$ cat src/rtl/regfile_mp.sv
// regfile_mp: multi-port register file with two write ports, two registered read ports, optional write-to-read bypass and a per-register pending scoreboard.
// Ports: clk, rst (async, active-high); rd_en, ra, rb -> bus_a, bus_b, pend_a, pend_b (registered read data and pending flags);
// we0/rw0/bus_w0 and we1/rw1/bus_w1 (write ports, port 0 wins on a shared address); mark_en/mark_addr (set pending);
// collide (one-cycle pulse after both write ports hit the same address).
module regfile_mp #(
    parameter int DATA_W  = 32,
    parameter int ADDR_W  = 4,
    parameter int ZERO_R0 = 0,
    parameter int BYPASS  = 1
) (
    input  logic              clk,
    input  logic              rst,
    input  logic              rd_en,
    input  logic [ADDR_W-1:0] ra,
    input  logic [ADDR_W-1:0] rb,
    output logic [DATA_W-1:0] bus_a,
    output logic [DATA_W-1:0] bus_b,
    output logic              pend_a,
    output logic              pend_b,
    input  logic              we0,
    input  logic [ADDR_W-1:0] rw0,
    input  logic [DATA_W-1:0] bus_w0,
    input  logic              we1,
    input  logic [ADDR_W-1:0] rw1,
    input  logic [DATA_W-1:0] bus_w1,
    input  logic              mark_en,
    input  logic [ADDR_W-1:0] mark_addr,
    output logic              collide
);
    localparam int NREGS = 1 << ADDR_W;

    logic [NREGS-1:0][DATA_W-1:0] regs_q, regs_d;
    logic [NREGS-1:0]             pend_q, pend_d;
    logic [DATA_W-1:0]            bus_a_q, bus_a_d, bus_b_q, bus_b_d;
    logic                         pend_a_q, pend_a_d, pend_b_q, pend_b_d;
    logic                         collide_q, collide_d;
    logic                         wr0_ok, wr1_ok, mark_ok;

    // Register 0 is hard-wired to zero when ZERO_R0 is set, so writes and marks to it are dropped.
    assign wr0_ok  = we0 && !(ZERO_R0 != 0 && rw0 == '0);
    assign wr1_ok  = we1 && !(ZERO_R0 != 0 && rw1 == '0);
    assign mark_ok = mark_en && !(ZERO_R0 != 0 && mark_addr == '0);

    always_comb begin
        regs_d    = regs_q;
        pend_d    = pend_q;
        // Port 1 is applied first so port 0 overrides it on a shared address.
        if (wr1_ok) begin
            regs_d[rw1] = bus_w1;
            pend_d[rw1] = 1'b0;
        end
        if (wr0_ok) begin
            regs_d[rw0] = bus_w0;
            pend_d[rw0] = 1'b0;
        end
        // A mark names a newly issued producer, so it outranks a retiring write.
        if (mark_ok)
            pend_d[mark_addr] = 1'b1;
        // Bypass reads the post-edge image; otherwise the pre-edge state.
        bus_a_d   = rd_en ? (BYPASS != 0 ? regs_d[ra] : regs_q[ra]) : bus_a_q;
        bus_b_d   = rd_en ? (BYPASS != 0 ? regs_d[rb] : regs_q[rb]) : bus_b_q;
        pend_a_d  = rd_en ? (BYPASS != 0 ? pend_d[ra] : pend_q[ra]) : pend_a_q;
        pend_b_d  = rd_en ? (BYPASS != 0 ? pend_d[rb] : pend_q[rb]) : pend_b_q;
        collide_d = we0 && we1 && (rw0 == rw1);
    end

    always_ff @(posedge clk or posedge rst) begin
        if (rst) begin
            regs_q    <= '0;
            pend_q    <= '0;
            bus_a_q   <= '0;
            bus_b_q   <= '0;
            pend_a_q  <= 1'b0;
            pend_b_q  <= 1'b0;
            collide_q <= 1'b0;
        end else begin
            regs_q    <= regs_d;
            pend_q    <= pend_d;
            bus_a_q   <= bus_a_d;
            bus_b_q   <= bus_b_d;
            pend_a_q  <= pend_a_d;
            pend_b_q  <= pend_b_d;
            collide_q <= collide_d;
        end
    end

    assign bus_a   = bus_a_q;
    assign bus_b   = bus_b_q;
    assign pend_a  = pend_a_q;
    assign pend_b  = pend_b_q;
    assign collide = collide_q;
endmodule

$ cat config.mk
export PLATFORM = sky130hd
export DESIGN_NAME = regfile_mp
export DESIGN_NICKNAME = d
export VERILOG_FILES = /design/src/rtl/regfile_mp.sv
export SDC_FILE = /design/constraint.sdc
export NUM_CORES = 2
export LEC_CHECK = 0
export ABC_CLOCK_PERIOD_IN_PS = 28000
export BUFFER_PORTS_ARGS = -buffer_cell sky130_fd_sc_hd__buf_4
export CORE_MARGIN = 1.5
export CORE_UTILIZATION = 30
export DETAILED_ROUTE_END_ITERATION = 7
export HOLD_SLACK_MARGIN = 0.1
export SLEW_MARGIN = 20
export SYNTH_ARGS = -nofsm -noshare
export SYNTH_HDL_FRONTEND = slang
export SYNTH_SLANG_ARGS = --single-unit
$ cat constraint.sdc
create_clock -name clk -period 28 [get_ports clk]
set_input_delay 4.2 -clock clk [delete_from_list [all_inputs] [get_ports clk]]
set_output_delay 4.2 -clock clk [all_outputs]
set_load 0.02 [all_outputs]
==> reports/results.md <==
| Parameter | Value | Unit |
|:---|:---|:---|
| Required arrival time at the worst endpoint | 28.53 | ns |
| Syn nets | 4466 | - |
| Crit path time final | 7.60 | ns |
| Routability-driven placement congestion ratio | 0.968 | - |
| Source-to-sink clock delay at the later pin of the worst-skew pair | 0.65 | ns |
| Sequential cell area fraction in the yosys report | 41.6 | % |
| Detailed-placement wirelength estimate | 102000 | um |
| DRC violation total after the first TritonRoute iteration | 6937 | - |
| Startpoint type of the worst setup path | input port | - |
| Flip-flop cell with the highest count after synthesis | sky130_fd_sc_hd__dfrtp_1 | - |
| Count of placed standard cells in the final layout, fillers left out | 5754 | - |
| Slew of the pin with the lowest slew margin | 1.24 | ns |
| Fmax | 0.132 | GHz |
| Ranking of synthesized cells by area | sky130_fd_sc_hd__dfrtp_1 (42%), sky130_fd_sc_hd__o21ai_0 (6.1%), sky130_fd_sc_hd__a31oi_1 (5.9%), sky130_fd_sc_hd__nor2_1 (4.8%), sky130_fd_sc_hd__nand3_1 (4.5%) | - |
| Max cap viols | 0 | - |
| Final hold violation count | 0 | - |
| Detail-routed net length per standard cell | 31.5 | um |
| Result of the run | finished with violations | - |
| Number of antenna-violating nets in the routed design | 0 | - |
| Die area | 121000 | um2 |
| Die Span X | 349 | um |
| Via count of the first global-routing pass | 36700 | - |
| Num Clock Sinks | 595 | - |
| Wirelength, routed | 181000 | um |
| Wire length of the first global-routing pass | 261000 | um |
| Detailed-route DRC error count | 1 | - |
| P per Cell Area | 71.6 | nW/um2 |
| Leading post-synthesis cells by instance count | sky130_fd_sc_hd__dfrtp_1 (595), sky130_fd_sc_hd__nor2_1 (457), sky130_fd_sc_hd__o21ai_0 (434) | - |
| Max Slew Vio Count | 0 | - |
| Share of final-layout standard cells stronger than drive strength 1 | 12.6 | % |
| Aggregate global routing overflow | 0 | - |
| Count of input and output buffers | 156 | - |
| Crit path capture type | register | - |
| Max Clock Skew | 0.0265 | ns |
| Clock tree from TritonCTS | built | - |
| Maximum fanout along the worst path | 51 | - |
| Post-Synthesis Cells | 4376 | - |
| Synthesized flop and latch total | 595 | - |
| Yosys top cell area share | 41.6 | % |
| Total power consumption of the routed design | 2850 | uW |
| Fraction of the core area covered by cells at the end of the flow | 33.7 | % |
| Count of flip-flops with a built-in enable after synthesis | 0 | - |
| Fin area | 39800 | um2 |
| Number of placed cells counting well taps | 5625 | - |
| Count of vias placed by the detailed router | 38800 | - |
| Standard cell core area | 118000 | um2 |
| Post-CTS Hold Fix Bufs | 0 | - |
| Count of endpoints failing setup in the final report | 0 | - |
| Post-route clock period utilization | 27.1 | % |
| VDD IR max | 0.0000424 | V |
| Biggest area consumer among synthesized cells | sky130_fd_sc_hd__dfrtp_1 | - |
| Antenna violations before repair | 10 | - |
| First-pass iteration count of the detailed router | 8 | - |
| Violated checks | design-rule violations | - |
| Hold/Removal Path Class | register to register | - |
| Rel. slew slack | 17.4 | % |
| Fin nets | 4249 | - |
| Cells resized by post-CTS repair | 0 | - |
| CP Class | input port to register | - |
| Synth async-reset ratio | 100 | % |
| Post CTS Setup Buffer Count | 0 | - |
| Clk pin slew, worst setup/hold paths | 0.06 | ns |
| CTS root buffer | sky130_fd_sc_hd__clkbuf_16 | - |
| Most numerous cell in the Yosys netlist | sky130_fd_sc_hd__dfrtp_1 | - |
| Post-DR vias/cell | 6.75 | - |
| Mapped cell area | 35800 | um2 |
| Mean area per synthesized cell | 8.18 | um2 |
| Layout Area Growth over Synthesis | 11.2 | % |
| Number of distinct library cells after synthesis | 75 | - |
| Largest net degree at the start of global routing | 157 | - |
| Buffers from clock root to sink, at most | 3 | - |
| Arrival time at the worst endpoint | 8.13 | ns |
| Cell area after placement | 37600 | um2 |
| Setup total negative slack | 0 | ns |
| Rows | 126 | - |
| H-tree levels | 3 | - |
| Ys Warns | 0 | - |
| Effective utilization at floorplan | 30.3 | % |
| Static Leak | 0.0156 | uW |
| GRT Overall Usage | 28.8 | % |
| I/O pin cnt | 157 | - |
| CTS buffer count | 67 | - |
| RSZ-0062 raised after global routing | false | - |
| Die height | 349 | um |
## where the power goes
part	internal (uW)	switching [uW]	total [uW]
Sequential	1070	75.2	1140
Clock	520	397	918
Combinational	267	525	792
## layout by cell type (no fill, tap or decap), types with 18 or more instances in the layout
master | synthesis | final
sky130_fd_sc_hd__a31o_2 | 35 | 35
sky130_fd_sc_hd__o2111ai_1 | 26 | 26
sky130_fd_sc_hd__nand2_1 | 312 | 286
sky130_fd_sc_hd__nor3_1 | 271 | 271
sky130_fd_sc_hd__clkbuf_16 | 0 | 69
sky130_fd_sc_hd__o22ai_1 | 241 | 241
sky130_fd_sc_hd__clkbuf_8 | 0 | 18
sky130_fd_sc_hd__nand3_1 | 323 | 318
sky130_fd_sc_hd__o21ai_0 | 434 | 434
sky130_fd_sc_hd__a21oi_1 | 132 | 132
sky130_fd_sc_hd__nor2_1 | 457 | 452
sky130_fd_sc_hd__nand2_2 | 15 | 36
sky130_fd_sc_hd__a31oi_1 | 338 | 338
sky130_fd_sc_hd__inv_1 | 83 | 82
sky130_fd_sc_hd__a211oi_1 | 69 | 69
sky130_fd_sc_hd__a221o_1 | 20 | 20
sky130_fd_sc_hd__o221ai_1 | 35 | 35
sky130_fd_sc_hd__or4_1 | 35 | 35
sky130_fd_sc_hd__dfrtp_1 | 595 | 595
sky130_fd_sc_hd__buf_4 | 10 | 245
sky130_fd_sc_hd__mux2i_1 | 131 | 131
## critical path, cell delays in order
cell	delay [ns]
sky130_fd_sc_hd__buf_4	0.20
sky130_fd_sc_hd__nor2b_4	0.17
sky130_fd_sc_hd__buf_4	0.72
sky130_fd_sc_hd__buf_4	0.60
sky130_fd_sc_hd__nand2_1	0.74
sky130_fd_sc_hd__a32o_1	0.54
sky130_fd_sc_hd__mux4_2	0.46
sky130_fd_sc_hd__nor2_1	0.13
sky130_fd_sc_hd__o21ai_0	0.09
sky130_fd_sc_hd__a22o_1	0.21
## state kept, by name, indices dropped and copies added, names as in the netlist
name / count
regs_q: 512
pend_a: 1
collide: 1
pend_b: 1
bus_b: 32
bus_a: 32
pend_q: 16
## layer usage
| layer | GRT usage [%] | up-vias | wire length (um) |
|---|---|---|---|
| met3 | 9.65 | 940 | 25300 |
| met1 | 35.3 | 18700 | 65100 |
| li1 | - | 15700 | - |
| met5 | 0 | - | 37 |
| met4 | 19.6 | 6 | 14200 |
| met2 | 42.6 | 3529 | 76800 |
## worst paths after layout
check                                       from              endpoint  slack [ns]  depth (start not counted)
setup reg to reg           regs_q[225]$_DFF_PP0_  bus_a[1]$_DFFE_PP0P_       25.79                          6
min in group asynchronous                    rst     collide$_DFF_PP0_        3.59                          2
setup / recovery                          rw1[0]    pend_b$_DFFE_PP0P_       20.40                         10
hold / removal              bus_a[6]$_DFFE_PP0P_  bus_a[6]$_DFFE_PP0P_        0.53                          1
max in group asynchronous                    rst  regs_q[46]$_DFF_PP0_       21.99                          4
hold reg to reg             bus_a[6]$_DFFE_PP0P_  bus_a[6]$_DFFE_PP0P_        0.53                          1
## area by class of cell
cell class	instances	area [um2]
multi-input combinational	3161	18600
inverter	85	327
antenna	9	22.5
fill	12200	78400
sequential	595	14900
clock inverter	16	164
timing repair buffer	249	1920
clock buffer	103	2030
tap	1536	1920
## cells by family (layout without fill, tap and decap cells)
group                  Yosys count  count (layout)  share of synthesized area, %
AO/OA/AOI/OAI                 1481            1481                          26.7
XOR/XNOR                         4               4                        0.0978
buffers and inverters          620             453                          7.16
flip-flops                     595             595                          41.6
multiplexers                   155             155                          4.92
other                            0               9                             0
AND/OR/NAND/NOR               1521            1521                          19.5
## stage by stage
| step | setup slack, ns | hold slack [ns] |
|---|---|---|
| after floorplan | 7.15 | 0.482 |
| after global placement | 20.06 | 0.501 |
| after detailed placement | 19.97 | 0.507 |
| after CTS | 20.62 | 0.521 |
| after global routing | 20.47 | 0.537 |
| final | 20.40 | 0.527 |
Power figures use the tool's default switching activity.
